--- src/rtl/mux_sched_pkg.sv ---
// Shared definitions for the 8-requester round-robin mux scheduler.
package mux_sched_pkg;

  localparam int unsigned N_REQ = 8;
  localparam int unsigned SEL_W = 3;

  typedef enum logic {
    IDLE  = 1'b0,
    GRANT = 1'b1
  } state_t;

  function automatic logic [N_REQ-1:0] onehot3to8(input logic [SEL_W-1:0] idx);
    logic [N_REQ-1:0] v;
    v      = '0;
    v[idx] = 1'b1;
    return v;
  endfunction

endpackage

--- src/rtl/rr_pick8.sv ---
// Combinational round-robin picker: first set req bit searching ptr+1, ptr+2, ... mod 8.
module rr_pick8
  import mux_sched_pkg::*;
(
  input  logic [N_REQ-1:0] req,
  input  logic [SEL_W-1:0] ptr,
  output logic             any,
  output logic [SEL_W-1:0] idx
);

  logic [SEL_W-1:0] w_pos;

  // Offset N_REQ truncates to 0, so ptr itself is examined last.
  always_comb begin
    any   = 1'b0;
    idx   = '0;
    w_pos = '0;
    for (int unsigned k = 1; k <= N_REQ; k++) begin
      w_pos = ptr + k[SEL_W-1:0];
      if (!any && req[w_pos]) begin
        any = 1'b1;
        idx = w_pos;
      end
    end
  end

endmodule

--- src/rtl/mux_8_1_rr_sched.sv ---
// Round-robin scheduler driving select and one-hot grant for a shared 8:1 mux.
// Optional per-owner grant quantum enabled by defining RR_QUANTUM_EN.
module mux_8_1_rr_sched
  import mux_sched_pkg::*;
#(
  parameter int unsigned QUANTUM = 16,
  parameter int unsigned CNT_W   = 8
) (
  input  logic             clk,
  input  logic             rst,
  input  logic             en,
  input  logic [N_REQ-1:0] req,
  output logic [N_REQ-1:0] gnt,
  output logic [SEL_W-1:0] sel,
  output logic             busy
);

  if ((QUANTUM < 2) || (QUANTUM > 255) || ((1 << CNT_W) <= QUANTUM)) begin : g_param_check
    $error("mux_8_1_rr_sched: QUANTUM must be 2..255 and fit in CNT_W bits");
  end

  state_t           r_state, w_state_nxt;
  logic [N_REQ-1:0] r_gnt, w_gnt_nxt;
  logic [SEL_W-1:0] r_sel, w_sel_nxt;
  logic [SEL_W-1:0] r_ptr, w_ptr_nxt;
  logic             r_busy, w_busy_nxt;
  logic             w_any;
  logic [SEL_W-1:0] w_idx;
  logic             w_hold;

  rr_pick8 u_pick (
    .req (req),
    .ptr (r_ptr),
    .any (w_any),
    .idx (w_idx)
  );

`ifdef RR_QUANTUM_EN
  localparam logic [CNT_W-1:0] CNT_LAST = CNT_W'(QUANTUM - 1);

  logic [CNT_W-1:0] r_cnt, w_cnt_nxt;
  logic             w_others;

  assign w_others = |(req & ~r_gnt);

  // Counter saturates at the last slot; preemption only when someone else waits.
  always_comb begin
    w_cnt_nxt = r_cnt;
    w_hold    = req[r_sel];
    if (r_state == IDLE) begin
      w_cnt_nxt = '0;
    end else if (r_cnt == CNT_LAST) begin
      if (w_others) w_hold = 1'b0;
    end else begin
      w_cnt_nxt = r_cnt + CNT_W'(1);
    end
  end

  always_ff @(posedge clk) begin
    if (rst) r_cnt <= '0;
    else     r_cnt <= w_cnt_nxt;
  end
`else
  assign w_hold = req[r_sel];
`endif

  always_comb begin
    w_state_nxt = r_state;
    w_gnt_nxt   = r_gnt;
    w_sel_nxt   = r_sel;
    w_busy_nxt  = r_busy;
    w_ptr_nxt   = r_ptr;
    case (r_state)
      IDLE: begin
        if (en && w_any) begin
          w_state_nxt = GRANT;
          w_gnt_nxt   = onehot3to8(w_idx);
          w_sel_nxt   = w_idx;
          w_busy_nxt  = 1'b1;
          w_ptr_nxt   = w_idx;
        end
      end
      GRANT: begin
        if (!w_hold) begin
          w_state_nxt = IDLE;
          w_gnt_nxt   = '0;
          w_busy_nxt  = 1'b0;
        end
      end
      default: w_state_nxt = IDLE;
    endcase
  end

  always_ff @(posedge clk) begin
    if (rst) begin
      r_state <= IDLE;
      r_gnt   <= '0;
      r_sel   <= '0;
      r_busy  <= 1'b0;
      r_ptr   <= SEL_W'(N_REQ - 1);
    end else begin
      r_state <= w_state_nxt;
      r_gnt   <= w_gnt_nxt;
      r_sel   <= w_sel_nxt;
      r_busy  <= w_busy_nxt;
      r_ptr   <= w_ptr_nxt;
    end
  end

  assign gnt  = r_gnt;
  assign sel  = r_sel;
  assign busy = r_busy;

endmodule

--- config.mk ---
export PLATFORM = sky130hd
export DESIGN_NAME = mux_8_1_rr_sched
export DESIGN_NICKNAME = d
export VERILOG_FILES = /design/src/rtl/mux_sched_pkg.sv /design/src/rtl/rr_pick8.sv /design/src/rtl/mux_8_1_rr_sched.sv
export SDC_FILE = /design/constraint.sdc
export NUM_CORES = 1
export LEC_CHECK = 0
export CORE_UTILIZATION = 55
export DETAILED_ROUTE_END_ITERATION = 8
export PLACE_DENSITY_LB_ADDON = 0.25
export SLEW_MARGIN = 20
export SYNTH_ARGS = -nofsm -noshare
export SYNTH_HDL_FRONTEND = slang
export SYNTH_SLANG_ARGS = --single-unit
--- constraint.sdc ---
create_clock -name clk -period 8.5 [get_ports clk]
set_input_delay 1.275 -clock clk [delete_from_list [all_inputs] [get_ports clk]]
set_output_delay 1.275 -clock clk [all_outputs]
set_load 0.005 [all_outputs]
==> out/results.ini <==
[final_layout]
syn2layout_area_growth_pct=12.9
drive_gt1_share_pct=14.9
fillers=241
final_cell_mix=22 x clkdlybuf4s50_1, 16 x dfxtp_1, 13 x nand2_1, 13 x nor2_1, 11 x mux2i_1
layout_commonest_cell=clkdlybuf4s50_1
fin_area_um2=1870
nets=210
diodes=0

[timing]
report.final.slew_viol_count=0
rsz0062_at_grt=false
period_needed_ns=4.74
finalHoldViolCount=0
skew_ns=0.00299
finalSetupViolCount=0
setup_tns_ns=0
fin_ws_ns=3.76
holdWs_ns=0.468
max_freq_mhz=211
period_share_pct=55.8
slew_headroom_pct=37.4
worstMarginPinSlew_ns=0.938

[worst_setup_path]
cp.required_ns=8.68
start_kind=register
slowest_stage=dfxtp_1
path_class=reg -> reg
max_stage_delay_ns=0.95
cp-end-kind=register
arrival_ns=4.92
path_cells=inv_1, ha_1, mux2_4, mux2_4, o22a_4, nor4_4, a41oi_2, and2_1, and2_1, a32o_1
path_max_fanout=23

[logic_synthesis]
yosys_warnings=0
synthArstFlopShare_pct=0
synth.avg_cell_area_um2=9.24
synth_cells=179
synth.distinct_cells=52
synth_flop_cell=dfxtp_1
ys_ff_latch=16
synth_edf_count=0
syn-num-nets=192
synth-seq-area-share_pct=19.4
syn-cell-area_um2=1650

[global_routing]
gr-total-overflow=0
grt_pass1_vias=1498
grt_max_degree=24
antenna_found_initial=0
grt_use_total_pct=27.5
grt_pass1_wl_um=6900

[floorplanning]
die_y_um=56.8
core_um2=2810
chipWidth_um=56.8
core.rowCount=19
ios=23
die_area_um2=3230
start_util_pct=59.0

[run]
cap_violations=0

[routing]
drt_iter0_drc=79
wirelength_um=4280
avgRoutedWirePerCell_um=18.9
remaining_drc_errors=0
viasPerCell=6.99
drt_pass1_iterations=4
detail-route-antenna-nets=0
vias=1579

[placement]
place_area_um2=1850
place_hpwl_um=3270
gp_congestion=0.916
portBuffers=22
dpl_worst_slack_ns=3.87

[clocking]
clk_pin_slew_ns=0.09
cts_buffer_depth=2
clk-insertion-delay-late_ns=0.29
cts_tree=built
numCtsBuffers=3
cts.root.buffer_cell=clkbuf_4
ctsHtreeMaxLevel=1
post_cts_buffers=0
cts_sinks=16
cts_resized=0
postCtsHoldBufs=0

[min_path]
hp-class=reg -> reg

[status]
outcome=finished clean

-- cell families after synthesis --
group           synth area share (%)
flops                           19.4
compound gates                  29.1
xor+xnor                        3.56
mux                             24.4
buf+inv                         6.35
simple gates                    15.7
fa+ha+maj                       1.51
-- critical path: cells and delay by family, from the launching register on --
kind	cells	cell delay (ns)
multiplexers	2	0.65
AND/OR/NAND/NOR	3	1.11
flip-flops	1	0.95
buffers and inverters	1	0.22
adder cells (fa/ha/maj)	1	0.80
AO/OA/AOI/OAI	3	0.88
-- cells in the mapped netlist, types with 5 or more instances --
library cell  number  area, um2
a32o_1             6       60.1
o21ai_0            8       40.0
dfxtp_1           16        320
nor3_1             5       25.0
mux4_2             7        158
nand2_1           13       48.8
inv_1              9       33.8
a21oi_1           10       50.1
nor2_1            13       48.8
mux2i_1           11        110
-- stage by stage --
step / util [%] / std cells
2_1_floorplan: - / 179
4_1_cts: 66.6 / 226
3_3_place_gp: 65.8 / 223
6_report: 66.6 / 226
3_5_place_dp: 65.8 / 223
5_1_grt: 66.6 / 226
-- registers in the layout, indices dropped and copies added, names as in the netlist --
signal,cells
busy,1
sel,3
r_state,1
gnt,8
r_ptr,3
-- area by class of cell --
| cell class | instances | area, um2 | area share [%] |
|---|---|---|---|
| clock buffer | 3 | 22.5 | 1.21 |
| timing repair buffer | 22 | 220 | 11.8 |
| sequential | 16 | 320 | 17.1 |
| tap | 31 | 38.8 | 2.08 |
| multi-input combinational | 144 | 1230 | 65.8 |
| inverter | 10 | 37.5 | 2.01 |
-- path summary, 6_finish.rpt --
kind / slack, ns / cells past startpoint / start / end
setup reg to reg: 3.76 / 10 / r_ptr[0] / gnt[1]
hold / removal: 0.47 / 2 / gnt[3] / gnt[3]
setup / recovery: 3.76 / 10 / r_ptr[0] / gnt[1]
hold reg to reg: 0.47 / 2 / gnt[3] / gnt[3]
-- metal layers --
metal	track usage [%]	up-vias	wire length (um)
li1	-	733	-
met1	33.0	769	1780
met2	48.8	61	2130
met3	2.07	16	229
met4	14.3	0	144
met5	0	-	0
Power is left out: the tool's default activity adds up to more than one toggle a clock period on the data nets, which glitch-free logic cannot reach.
